==> config.mk <==
export PLATFORM = sky130hd
export DESIGN_NAME = iagc_mem_sequencer_flat
export DESIGN_NICKNAME = d
export VERILOG_FILES = /design/src/rtl/iagc_pkg.sv /design/src/rtl/iagc_mem_sequencer_if.sv /design/src/rtl/iagc_decimator.sv /design/src/rtl/iagc_mem_sequencer.sv /design/src/flat_wrapper.sv
export SDC_FILE = /design/constraint.sdc
export NUM_CORES = 1
export LEC_CHECK = 0
export CAP_MARGIN = 20
export CELL_PAD_IN_SITES_DETAIL_PLACEMENT = 2
export CELL_PAD_IN_SITES_GLOBAL_PLACEMENT = 2
export CORE_ASPECT_RATIO = 1.1
export CORE_MARGIN = 1.5
export CORE_UTILIZATION = 29
export DETAILED_ROUTE_END_ITERATION = 8
export GPL_TIMING_DRIVEN = 0
export PLACE_DENSITY_LB_ADDON = 0.1
export SKIP_CTS_REPAIR_TIMING = 1
export SYNTH_ARGS = -nofsm -noshare
export SYNTH_HDL_FRONTEND = slang
export SYNTH_SLANG_ARGS = --single-unit
==> constraint.sdc <==
create_clock -name i_clock -period 3.7 [get_ports i_clock]
set_input_delay 0.925 -clock i_clock [delete_from_list [all_inputs] [get_ports i_clock]]
set_output_delay 0.925 -clock i_clock [all_outputs]
set_load 0.02 [all_outputs]
==> src/rtl/iagc_pkg.sv <==
// Shared IAGC definitions: default widths, controller status codes,
// host command codes and the memory sequencer state type.
package iagc_pkg;

  localparam int IAGC_ADDR_SIZE      = 12;
  localparam int IAGC_DATA_SIZE      = 14;
  localparam int IAGC_DECIMATOR_SIZE = 4;
  localparam int IAGC_STATUS_SIZE    = 4;

  // Controller status codes. The sequencer only acts on SAMPLE,
  // DUMP_REF, DUMP_ERR and CLEAN_MEM. Every other code is passive.
  localparam logic [IAGC_STATUS_SIZE-1:0] ST_RESET       = 4'd0;
  localparam logic [IAGC_STATUS_SIZE-1:0] ST_IDLE        = 4'd1;
  localparam logic [IAGC_STATUS_SIZE-1:0] ST_WAIT_TRIG   = 4'd2;
  localparam logic [IAGC_STATUS_SIZE-1:0] ST_SAMPLE      = 4'd3;
  localparam logic [IAGC_STATUS_SIZE-1:0] ST_SAMPLE_DONE = 4'd4;
  localparam logic [IAGC_STATUS_SIZE-1:0] ST_LIVE        = 4'd5;
  localparam logic [IAGC_STATUS_SIZE-1:0] ST_WAIT_CMD    = 4'd6;
  localparam logic [IAGC_STATUS_SIZE-1:0] ST_DUMP_REF    = 4'd7;
  localparam logic [IAGC_STATUS_SIZE-1:0] ST_DUMP_ERR    = 4'd8;
  localparam logic [IAGC_STATUS_SIZE-1:0] ST_CLEAN_MEM   = 4'd9;
  localparam logic [IAGC_STATUS_SIZE-1:0] ST_CLEAN_DONE  = 4'd10;
  localparam logic [IAGC_STATUS_SIZE-1:0] ST_DUMP_DONE   = 4'd11;
  localparam logic [IAGC_STATUS_SIZE-1:0] ST_ERROR       = 4'd12;

  // Host command bytes decoded by the controller.
  localparam logic [7:0] CMD_RESET    = 8'h00;
  localparam logic [7:0] CMD_SAMPLE   = 8'h01;
  localparam logic [7:0] CMD_DUMP_REF = 8'h02;
  localparam logic [7:0] CMD_DUMP_ERR = 8'h03;
  localparam logic [7:0] CMD_CLEAN    = 8'h04;
  localparam logic [7:0] CMD_LIVE     = 8'h05;

  typedef enum logic [2:0] {
    SEQ_IDLE,
    SEQ_SAMPLE,
    SEQ_CLEAN,
    SEQ_DUMP_RD,
    SEQ_DUMP_WAIT,
    SEQ_DUMP_TX,
    SEQ_DONE
  } seq_state_e;

  // True while an operation owns the memory and can still be aborted.
  function automatic logic seq_active(input seq_state_e s);
    return (s == SEQ_SAMPLE) || (s == SEQ_CLEAN) || (s == SEQ_DUMP_RD) ||
           (s == SEQ_DUMP_WAIT) || (s == SEQ_DUMP_TX);
  endfunction

endpackage

==> src/rtl/iagc_mem_sequencer_if.sv <==
// Sample memory port plus the transmitter stream, as seen by the sequencer.
interface iagc_mem_sequencer_if
  import iagc_pkg::*;
#(
  parameter int ADDR_SIZE = IAGC_ADDR_SIZE,
  parameter int DATA_SIZE = IAGC_DATA_SIZE
);
  logic                 mem_we;
  logic                 mem_re;
  logic [ADDR_SIZE-1:0] mem_addr;
  logic [DATA_SIZE-1:0] mem_wdata_ref;
  logic [DATA_SIZE-1:0] mem_wdata_err;
  logic [DATA_SIZE-1:0] mem_rdata_ref;
  logic [DATA_SIZE-1:0] mem_rdata_err;
  logic [DATA_SIZE-1:0] tx_data;
  logic                 tx_valid;
  logic                 tx_ready;

  modport master (
    output mem_we, mem_re, mem_addr, mem_wdata_ref, mem_wdata_err, tx_data, tx_valid,
    input  mem_rdata_ref, mem_rdata_err, tx_ready
  );

  modport slave (
    input  mem_we, mem_re, mem_addr, mem_wdata_ref, mem_wdata_err, tx_data, tx_valid,
    output mem_rdata_ref, mem_rdata_err, tx_ready
  );
endinterface

==> src/rtl/iagc_decimator.sv <==
// Keep-1-of-D strobe generator. The first valid after a clear is kept,
// then D-1 valids are skipped. D=0 behaves as D=1.
module iagc_decimator
  import iagc_pkg::*;
#(
  parameter int DECIMATOR_SIZE = IAGC_DECIMATOR_SIZE
) (
  input  logic                      i_clock,
  input  logic                      i_reset,
  input  logic                      i_clear,
  input  logic                      i_enable,
  input  logic [DECIMATOR_SIZE-1:0] i_decimator,
  input  logic                      i_valid,
  output logic                      o_keep
);
  logic [DECIMATOR_SIZE-1:0] r_count;
  logic [DECIMATOR_SIZE-1:0] w_load;

  assign w_load = (i_decimator == '0) ? DECIMATOR_SIZE'(1) : i_decimator;
  assign o_keep = i_enable && i_valid && (r_count == '0);

  // Count skips remaining until the next kept sample.
  always_ff @(posedge i_clock) begin
    if (i_reset || i_clear)
      r_count <= '0;
    else if (i_enable && i_valid)
      r_count <= (r_count == '0) ? (w_load - DECIMATOR_SIZE'(1)) : (r_count - DECIMATOR_SIZE'(1));
  end
endmodule

==> src/rtl/iagc_mem_sequencer.sv <==
// Sequences the shared ref/err sample memory for the IAGC controller:
// decimated capture, zero-fill and read-out to the UART transmitter.
module iagc_mem_sequencer
  import iagc_pkg::*;
#(
  parameter int ADDR_SIZE      = IAGC_ADDR_SIZE,
  parameter int DATA_SIZE      = IAGC_DATA_SIZE,
  parameter int DECIMATOR_SIZE = IAGC_DECIMATOR_SIZE,
  parameter int STATUS_SIZE    = IAGC_STATUS_SIZE
) (
  input  logic                      i_clock,
  input  logic                      i_reset,
  input  logic [STATUS_SIZE-1:0]    i_status,
  input  logic [ADDR_SIZE:0]        i_memory_size,
  input  logic [DECIMATOR_SIZE-1:0] i_decimator,
  input  logic                      i_adc_valid,
  input  logic [DATA_SIZE-1:0]      i_adc_ref,
  input  logic [DATA_SIZE-1:0]      i_adc_err,
  iagc_mem_sequencer_if.master      bus,
  output logic                      o_sample_end,
  output logic                      o_dump_end,
  output logic                      o_clean_end
);
  seq_state_e                r_state;
  logic [STATUS_SIZE-1:0]    r_code;
  logic [ADDR_SIZE-1:0]      r_addr;
  logic [ADDR_SIZE-1:0]      r_last;
  logic [DECIMATOR_SIZE-1:0] r_dec;
  logic                      r_sel_err;

  logic                      r_mem_we;
  logic                      r_mem_re;
  logic [ADDR_SIZE-1:0]      r_mem_addr;
  logic [DATA_SIZE-1:0]      r_wdata_ref;
  logic [DATA_SIZE-1:0]      r_wdata_err;
  logic [DATA_SIZE-1:0]      r_tx_data;
  logic                      r_tx_valid;
  logic                      r_sample_end;
  logic                      r_dump_end;
  logic                      r_clean_end;

  logic                      w_keep;
  logic                      w_abort;
  logic                      w_at_last;

  iagc_decimator #(.DECIMATOR_SIZE(DECIMATOR_SIZE)) u_decimator (
    .i_clock     (i_clock),
    .i_reset     (i_reset),
    .i_clear     (r_state == SEQ_IDLE),
    .i_enable    (r_state == SEQ_SAMPLE),
    .i_decimator (r_dec),
    .i_valid     (i_adc_valid),
    .o_keep      (w_keep)
  );

  // Any status change during an operation cancels it without an end pulse.
  assign w_abort   = seq_active(r_state) && (i_status != r_code);
  assign w_at_last = (r_addr == r_last);

  // Sequencer FSM; every output is registered here.
  always_ff @(posedge i_clock) begin
    if (i_reset) begin
      r_state      <= SEQ_IDLE;
      r_code       <= '0;
      r_addr       <= '0;
      r_last       <= '0;
      r_dec        <= '0;
      r_sel_err    <= 1'b0;
      r_mem_we     <= 1'b0;
      r_mem_re     <= 1'b0;
      r_mem_addr   <= '0;
      r_wdata_ref  <= '0;
      r_wdata_err  <= '0;
      r_tx_data    <= '0;
      r_tx_valid   <= 1'b0;
      r_sample_end <= 1'b0;
      r_dump_end   <= 1'b0;
      r_clean_end  <= 1'b0;
    end else begin
      r_mem_we     <= 1'b0;
      r_mem_re     <= 1'b0;
      r_sample_end <= 1'b0;
      r_dump_end   <= 1'b0;
      r_clean_end  <= 1'b0;
      if (w_abort) begin
        r_state    <= SEQ_IDLE;
        r_tx_valid <= 1'b0;
      end else begin
        case (r_state)
          SEQ_IDLE: begin
            // N and D are re-sampled every idle cycle, so the values seen
            // on the entry cycle are the ones the operation keeps.
            r_addr    <= '0;
            r_code    <= i_status;
            r_last    <= ADDR_SIZE'(i_memory_size - 1'b1);
            r_dec     <= i_decimator;
            r_sel_err <= (i_status == ST_DUMP_ERR);
            case (i_status)
              ST_SAMPLE:    r_state <= SEQ_SAMPLE;
              ST_CLEAN_MEM: r_state <= SEQ_CLEAN;
              ST_DUMP_REF, ST_DUMP_ERR: begin
                // Read is issued on entry so it is live during DUMP_RD.
                r_state    <= SEQ_DUMP_RD;
                r_mem_re   <= 1'b1;
                r_mem_addr <= '0;
              end
              default: r_state <= SEQ_IDLE;
            endcase
          end
          SEQ_SAMPLE: begin
            if (w_keep) begin
              r_mem_we    <= 1'b1;
              r_mem_addr  <= r_addr;
              r_wdata_ref <= i_adc_ref;
              r_wdata_err <= i_adc_err;
              if (w_at_last) begin
                r_sample_end <= 1'b1;
                r_state      <= SEQ_DONE;
              end else begin
                r_addr <= r_addr + 1'b1;
              end
            end
          end
          SEQ_CLEAN: begin
            r_mem_we    <= 1'b1;
            r_mem_addr  <= r_addr;
            r_wdata_ref <= '0;
            r_wdata_err <= '0;
            if (w_at_last) begin
              r_clean_end <= 1'b1;
              r_state     <= SEQ_DONE;
            end else begin
              r_addr <= r_addr + 1'b1;
            end
          end
          SEQ_DUMP_RD: r_state <= SEQ_DUMP_WAIT;
          SEQ_DUMP_WAIT: begin
            r_tx_data  <= r_sel_err ? bus.mem_rdata_err : bus.mem_rdata_ref;
            r_tx_valid <= 1'b1;
            r_state    <= SEQ_DUMP_TX;
          end
          SEQ_DUMP_TX: begin
            if (bus.tx_ready) begin
              r_tx_valid <= 1'b0;
              if (w_at_last) begin
                r_dump_end <= 1'b1;
                r_state    <= SEQ_DONE;
              end else begin
                r_addr     <= r_addr + 1'b1;
                r_mem_re   <= 1'b1;
                r_mem_addr <= r_addr + 1'b1;
                r_state    <= SEQ_DUMP_RD;
              end
            end
          end
          SEQ_DONE: begin
            // Hold off until the controller moves on, so the same status
            // cannot retrigger the operation.
            if (i_status != r_code) r_state <= SEQ_IDLE;
          end
          default: r_state <= SEQ_IDLE;
        endcase
      end
    end
  end

  assign bus.mem_we        = r_mem_we;
  assign bus.mem_re        = r_mem_re;
  assign bus.mem_addr      = r_mem_addr;
  assign bus.mem_wdata_ref = r_wdata_ref;
  assign bus.mem_wdata_err = r_wdata_err;
  assign bus.tx_data       = r_tx_data;
  assign bus.tx_valid      = r_tx_valid;
  assign o_sample_end      = r_sample_end;
  assign o_dump_end        = r_dump_end;
  assign o_clean_end       = r_clean_end;
endmodule

==> src/flat_wrapper.sv <==
// flat-port wrapper written by rule: the top's interface ports become plain ports
module iagc_mem_sequencer_flat import iagc_pkg::*;
#(
  parameter int ADDR_SIZE      = IAGC_ADDR_SIZE,
  parameter int DATA_SIZE      = IAGC_DATA_SIZE,
  parameter int DECIMATOR_SIZE = IAGC_DECIMATOR_SIZE,
  parameter int STATUS_SIZE    = IAGC_STATUS_SIZE
)
  (i_clock, i_reset, i_status, i_memory_size, i_decimator, i_adc_valid, i_adc_ref, i_adc_err, o_sample_end, o_dump_end, o_clean_end, bus_mem_we, bus_mem_re, bus_mem_addr, bus_mem_wdata_ref, bus_mem_wdata_err, bus_tx_data, bus_tx_valid, bus_mem_rdata_ref, bus_mem_rdata_err, bus_tx_ready);
  iagc_mem_sequencer_if #(.ADDR_SIZE(ADDR_SIZE), .DATA_SIZE(DATA_SIZE)) bus_i ();
  input  logic i_clock;
  input  logic i_reset;
  input  logic [STATUS_SIZE-1:0] i_status;
  input  logic [ADDR_SIZE:0] i_memory_size;
  input  logic [DECIMATOR_SIZE-1:0] i_decimator;
  input  logic i_adc_valid;
  input  logic [DATA_SIZE-1:0] i_adc_ref;
  input  logic [DATA_SIZE-1:0] i_adc_err;
  output logic o_sample_end;
  output logic o_dump_end;
  output logic o_clean_end;
  output wire logic [$bits(bus_i.mem_we)-1:0] bus_mem_we;
  output wire logic [$bits(bus_i.mem_re)-1:0] bus_mem_re;
  output wire logic [$bits(bus_i.mem_addr)-1:0] bus_mem_addr;
  output wire logic [$bits(bus_i.mem_wdata_ref)-1:0] bus_mem_wdata_ref;
  output wire logic [$bits(bus_i.mem_wdata_err)-1:0] bus_mem_wdata_err;
  output wire logic [$bits(bus_i.tx_data)-1:0] bus_tx_data;
  output wire logic [$bits(bus_i.tx_valid)-1:0] bus_tx_valid;
  input wire logic [$bits(bus_i.mem_rdata_ref)-1:0] bus_mem_rdata_ref;
  input wire logic [$bits(bus_i.mem_rdata_err)-1:0] bus_mem_rdata_err;
  input wire logic [$bits(bus_i.tx_ready)-1:0] bus_tx_ready;
  assign bus_mem_we = bus_i.mem_we;
  assign bus_mem_re = bus_i.mem_re;
  assign bus_mem_addr = bus_i.mem_addr;
  assign bus_mem_wdata_ref = bus_i.mem_wdata_ref;
  assign bus_mem_wdata_err = bus_i.mem_wdata_err;
  assign bus_tx_data = bus_i.tx_data;
  assign bus_tx_valid = bus_i.tx_valid;
  assign bus_i.mem_rdata_ref = bus_mem_rdata_ref;
  assign bus_i.mem_rdata_err = bus_mem_rdata_err;
  assign bus_i.tx_ready = bus_tx_ready;
  iagc_mem_sequencer #(.ADDR_SIZE(ADDR_SIZE), .DATA_SIZE(DATA_SIZE), .DECIMATOR_SIZE(DECIMATOR_SIZE), .STATUS_SIZE(STATUS_SIZE)) u_core (.i_clock(i_clock), .i_reset(i_reset), .i_status(i_status), .i_memory_size(i_memory_size), .i_decimator(i_decimator), .i_adc_valid(i_adc_valid), .i_adc_ref(i_adc_ref), .i_adc_err(i_adc_err), .bus(bus_i), .o_sample_end(o_sample_end), .o_dump_end(o_dump_end), .o_clean_end(o_clean_end));
endmodule
==> impl_metrics.toml, run 1 <==
[outcome]
status = "finished, final reports clean"

[global_routing]
grt_max_degree = 16
grt_pass1_vias = 5087
grt_pass1_wl_mm = 26.73
grt_use_total_pct = 19.49
grt-ovfl-total = 0
antenna_found_initial = 0

[detailed_routing]
drt_iter0_drc = 144
drc = 0
detail_route.wl_per_cell_um = 17.57
firstDrtPassIters = 4
drt_wl_total_mm = 16.37
vias = 4777
ant_nets = 0
via_per_inst = 5.126

[floorplanning]
die_area_um2 = 17170
dieWidth_um = 125.1
start_util_pct = 29.99
ios = 141
core_um2 = 15860
die_y_um = 137.3
rows = 48

[synth]
synthesis.area_um2 = 4755
synth_edf_count = 0
synth_area_leaders = "dfxtp_1 (42%), nand2_1 (5.8%), a21oi_1 (5.8%)"
async_flop_share_pct = 0
yosys_warnings = 0
synth_top_area_cell = "dfxtp_1"
ys_types = 57
synthesis.nets = 662
synth_top_area_share_pct = 42.11
ys.flop_type = "dfxtp_1"
syn_inst = 578
avgSynthCellArea_um2 = 8.226
seq_area_frac_synth_pct = 42.11
ys_ff_latch = 100

[pwr]
p_sw_w = 0.0007809
internal-power_w = 0.001914
p_per_area_nw_per_um2 = 403.5
pwr-share-seq_pct = 43.5
p_clk_share_pct = 34.5
p_leak_nw = 2.216
power.total_w = 0.002695
peakVddDrop_uv = 204.1
power_frac_comb_pct = 21.9
switching_share_pct = 28.98

[finish]
final_nets = 812
syn2layout_area_growth_pct = 40.47
nFillCells = 1815
antenna_cells = 0
multi_input_area_um2 = 2525
final_layout_size_suffix_gt1_share_pct = 5.328
ff_latch_area_um2 = 2002

[setup_path]
path_class = "primary input to flip-flop"
worstPathCellList = "clkdlybuf4s50_1, xnor2_1, nand4_1, a211o_4, nor4_4, buf_6, nand3_1, o21ai_1"
cpMaxStageDelayCell = "clkdlybuf4s50_1"
timing.rr.start = "u_core.u_decimator.r_count[2]$_SDFFE_PP0N_"
max_stage_delay_ns = 0.59
worst-path-buf-inv = 2
cp_max_fo = 10
worstSetupStartpoint = "i_status[1]"
crit_path_end_kind = "flip-flop"
crit_family = "simple AND/OR/NAND/NOR gates"
cp.arrival_ns = 3.51
critPathRequiredTime_ns = 3.97
crit_path_start_kind = "primary input"

[clock_tree]
root_buffer = "clkbuf_16"
clk_pin_slew_worst_paths_ns = 0.07
cts_buffer_depth = 2
cts_made_buffers = 9
clk_latency_ns = 0.35
clock-sinks = 100
cts_max_level = 3
cts_tree = "yes"

[placed_design]
pre_cts_ws_ns = 0.1001
port_buffers = 139
gp_congestion = 0.8103
dp.final_hpwl_mm = 12.65

[timing]
fin_skew_ns = 0.008144
fin_crit_ns = 3.243
max_freq_ghz = 0.3084
drv_slew = 0
rsz0062_at_grt = "no"
fin_crit_sh_pct = 87.65
tightest_slew_ns = 0.7927
finalHoldViolCount = 0
tns_ns = 0
finalSetupViolCount = 0
relSlewSlack_pct = 46.67
layout_setup_ws_ns = 0.4570

[hold_path]
hp-class = "flip-flop to flip-flop"
holdCritStartpoint = "u_core.bus.mem_wdata_err[10]$_SDFFE_PP0P_"

[run]
maxCapViolCount = 0
## cell families after synthesis
group                      Yosys count  synth area share, %
xor gates and xnor gates            25                4.605
and+or+nand+nor                    231                23.37
muxes                               24                5.053
AOI/OAI and AO/OA                  139                19.29
DFF                                100                42.11
adders and majority gates            3               0.7896
buffers and inverters               56                4.790
## routing by layer
metal	vias up	wire length [um]	global-route usage, %
li1	2342	-	-
met1	2319	7450	24.16
met2	105	8202	35.31
met3	11	572	3.029
met4	0	148	5.240
met5	-	0	0
## worst paths after layout
kind                                                                  end  slack (ns)  depth (start not counted)
worst max-delay path                        u_core.r_addr[7]$_SDFFE_PP0P_        0.46                          8
worst min-delay path            u_core.bus.mem_wdata_err[10]$_SDFFE_PP0P_        0.46                          2
worst max register to register  u_core.bus.mem_wdata_err[11]$_SDFFE_PP0P_        1.20                          7
worst min register to register  u_core.bus.mem_wdata_err[10]$_SDFFE_PP0P_        0.46                          2
## layout by cell type, fill, tap and decap left out, types with 23 or more instances in the layout
master and count:
nor2_1 61, clkbuf_1 43, a21oi_1 55, nand2_1 74, clkdlybuf4s50_1 139, xnor2_1 23
nand3_1 37, mux2i_1 24, dfxtp_1 100, a211oi_1 29
## area by class of cell
class	instances	share of cell area [%]
Multi-Input combinational cell	422	37.80
Sequential cell	100	29.97
Clock inverter	5	0.8055
Inverter	7	0.3934
Tap cell	200	3.747
Timing Repair Buffer	139	20.83
Buffer	49	3.016
Clock buffer	10	3.428
## cells in the mapped netlist, drive strengths merged (3+ instances only)
cell and n:
a211oi 31, a21o 4, a21oi 58, a22o 5, a22oi 5, a31oi 6, and3 4, buf 7
clkbuf 42, dfxtp 100, ha 3, inv 7, mux2i 24, nand2 74, nand2b 4, nand3 37
nand3b 3, nand4 5, nor2 62, nor3 13, nor3b 3, nor4 6, o21a 3, o21ai 12
or2 6, or3 7, xnor2 23
## worst min-delay path, stage by stage, from the launching register on
cell     delay (ns)
dfxtp_1        0.31
nand2_1        0.05
a21oi_1        0.05
## metrics by stage
stage               utilization, %  instance area (um2)  hold WS (ns)  std cells
floorplan                        -                 4755        0.4366        578
global placement             40.34                 6396        0.4371        917
detailed placement           40.34                 6396        0.4516        917
CTS                          42.12                 6679        0.4609        932
global route                 42.12                 6679        0.4783        932
finish                       42.12                 6679        0.4559        932
## flip-flops by register name (all words and copies together), names as in the netlist
register and count:
u_core.bus.mem_addr 12, u_core.r_last 12, u_core.o_clean_end 1, u_core.bus.mem_wdata_err 14, u_core.r_code 4, u_core.o_sample_end 1
u_core.u_decimator.r_count 4, u_core.bus.mem_re 1, u_core.r_sel_err 1, u_core.bus.mem_wdata_ref 14, u_core.r_addr 12, u_core.bus.tx_valid 1
u_core.bus.tx_data 14, u_core.r_dec 4, u_core.o_dump_end 1, u_core.r_state 3, u_core.bus.mem_we 1
## power groups by stage
| stage | registers (W) | logic (W) | clock network, W |
|---|---|---|---|
| finish | 0.00117 | 0.000591 | 0.000931 |
| global route | 0.00118 | 0.000649 | 0.00101 |
| CTS | 0.00117 | 0.000600 | 0.000960 |
| detailed placement | 0.00120 | 0.000596 | 0 |
| global placement | 0.00120 | 0.000575 | 0 |
| floorplan | 0.00121 | 0.000325 | 0 |
Note: power is estimated with default switching activity, not from simulation.
==> run 2, diff against run 1 <==
--- a/config.mk
+++ b/config.mk
@@ -5,11 +5,11 @@
 export SDC_FILE = /design/constraint.sdc
 export NUM_CORES = 1
 export LEC_CHECK = 0
+export ABC_AREA = 0
 export CAP_MARGIN = 20
 export CELL_PAD_IN_SITES_DETAIL_PLACEMENT = 2
 export CELL_PAD_IN_SITES_GLOBAL_PLACEMENT = 2
 export CORE_ASPECT_RATIO = 1.1
-export CORE_MARGIN = 1.5
 export CORE_UTILIZATION = 29
 export DETAILED_ROUTE_END_ITERATION = 8
 export GPL_TIMING_DRIVEN = 0
==> run 2 against run 1 <==
Effect of this change: first-iteration DRC count increased by 18%; global-route usage increased by 1.0 points; clock skew increased by 0.0024 ns; largest power group unchanged; critical path type unchanged; highest routed layer unchanged; hold slack got worse by 0.0019 ns; core utilization increased by 0.22 points; clock-buffer cell count unchanged; critical endpoint is now u_core.r_addr[5]$_SDFFE_PP0P_; final area increased by 0.52%.
==> impl_metrics.toml, run 2 (synthesis gave the netlist of run 1 again) <==
[clock_tree]
clk_latency_ns = 0.36
cts_buffer_depth = 2
cts_max_level = 3
cts_made_buffers = 9
cts_tree = "yes"
clock-sinks = 100
root_buffer = "clkbuf_16"
clk_pin_slew_worst_paths_ns = 0.07

[floorplanning]
start_util_pct = 29.99
rows = 48
die_area_um2 = 16910
core_um2 = 15860
dieWidth_um = 124.1
ios = 141
die_y_um = 136.3

[hold_path]
min_to = "u_core.bus.mem_wdata_err[8]$_SDFFE_PP0P_"
holdPathStages = 2
hp-class = "flip-flop to flip-flop"
holdCritStartpoint = "u_core.bus.mem_wdata_err[8]$_SDFFE_PP0P_"

[setup_path]
timing.rr.start = "u_core.r_addr[5]$_SDFFE_PP0P_"
r2r_cells = 9
cp.arrival_ns = 3.48
r2r_slack_ns = 1.12
critPathRequiredTime_ns = 3.99
crit_path_end_kind = "flip-flop"
regToRegEndpoint = "u_core.r_addr[7]$_SDFFE_PP0P_"
path_class = "primary input to flip-flop"
cp_max_fo = 10
crit_path_start_kind = "primary input"

[detailed_routing]
vias = 4789
drt_wl_total_mm = 16.77
via_per_inst = 5.133
drc = 0
drt_iter0_drc = 170
detail_route.wl_per_cell_um = 17.97
ant_nets = 0
firstDrtPassIters = 4

[timing]
rsz0062_at_grt = "no"
fin_skew_ns = 0.01051
finalSetupViolCount = 0
tns_ns = 0
fin_crit_sh_pct = 86.13
drv_slew = 0
tightest_slew_ns = 0.7622
relSlewSlack_pct = 48.72
max_freq_ghz = 0.3138
fin_crit_ns = 3.187
finalHoldViolCount = 0

[global_routing]
grt_use_total_pct = 20.50
grt_pass1_wl_mm = 26.52
grt_max_degree = 17
grt_pass1_vias = 5165
grt-ovfl-total = 0
antenna_found_initial = 0

[placed_design]
gp_congestion = 0.8086
dp.final_hpwl_mm = 12.53
port_buffers = 139

[finish]
layout_commonest_cell = "clkdlybuf4s50_1"
mostFrequentLayoutCells = "clkdlybuf4s50_1 (139), dfxtp_1 (100), nand2_1 (74), nor2_1 (61), a21oi_1 (55)"
antenna_cells = 0
final_nets = 812
final_layout_size_suffix_gt1_share_pct = 5.457
syn2layout_area_growth_pct = 41.21

[pwr]
power.total_w = 0.002803
p_per_area_nw_per_um2 = 417.4
p_leak_nw = 2.222
peakVddDrop_uv = 231.4

[outcome]
status = "finished, final reports clean"

[run]
maxCapViolCount = 0
-- run 2: cell count changes in the layout (fill, tap and decap cells not counted) --
cell        change
bufinv_16       +1
clkinv_2        -2
clkinvlp_4      +2
-- run 2: routing by layer --
layer,global-route usage [%],share of wire (%),vias up,routed length [um]
met1,24.50,44,2321,7383
met3,2.559,3.9,16,647
met4,7.209,1.4,0,242
met5,0,0,-,0
met2,37.05,51,113,8494
li1,-,-,2339,-
-- run 2: how the worst max path moves through the flow --
stage	start	to	slack, ns	cells after the start
after CTS	i_status[2]	u_core.r_addr[5]$_SDFFE_PP0P_	0.54	8
after floorplan	i_status[3]	u_core.r_addr[3]$_SDFFE_PP0P_	1.15	7
after detailed placement	i_status[2]	u_core.bus.mem_wdata_ref[11]$_SDFFE_PP0P_	0.17	7
final	i_status[2]	u_core.r_addr[5]$_SDFFE_PP0P_	0.51	8
after global routing	i_status[1]	u_core.r_addr[5]$_SDFFE_PP0P_	0.28	8
after global placement	i_status[1]	u_core.bus.mem_addr[4]$_SDFFE_PP0P_	0.18	8
-- run 2: layout make-up --
cell class                 instances  area [um2]
buffer                            49       201.4
clock buffer                      10       229.0
clock inverter                     6       88.84
fill                            1766        9141
inverter                           7       26.28
multi-input combinational        422        2525
sequential                       100        2002
tap                              200       250.2
timing repair buffer             139        1391
-- run 2: worst max-delay path: stages --
cell and delay, ns:
clkdlybuf4s50_1 0.57, xnor2_1 0.15, nand4_1 0.39, a211o_4 0.50, nor4_4 0.51, buf_6 0.23, nand2_1 0.07, mux2i_1 0.13
-- run 2: power by group --
part | switching, W | internal [W] | total, W
sequential | 0.0000396 | 0.00113 | 0.00117
combinational | 0.000335 | 0.000261 | 0.000596
clock | 0.000440 | 0.000593 | 0.00103
total | 0.000815 | 0.00199 | 0.00280
-- run 2: per-stage QoR --
step | hold slack (ns) | util, % | setup slack, ns | area [um2] | instances
floorplan | 0.4366 | - | 1.148 | 4755 | 578
global placement | 0.4369 | 40.34 | 0.1779 | 6396 | 917
detailed placement | 0.4512 | 40.34 | 0.1719 | 6396 | 917
CTS | 0.4614 | 42.35 | 0.5418 | 6714 | 933
global route | 0.4825 | 42.35 | 0.2781 | 6714 | 933
finish | 0.4540 | 42.35 | 0.5131 | 6714 | 933
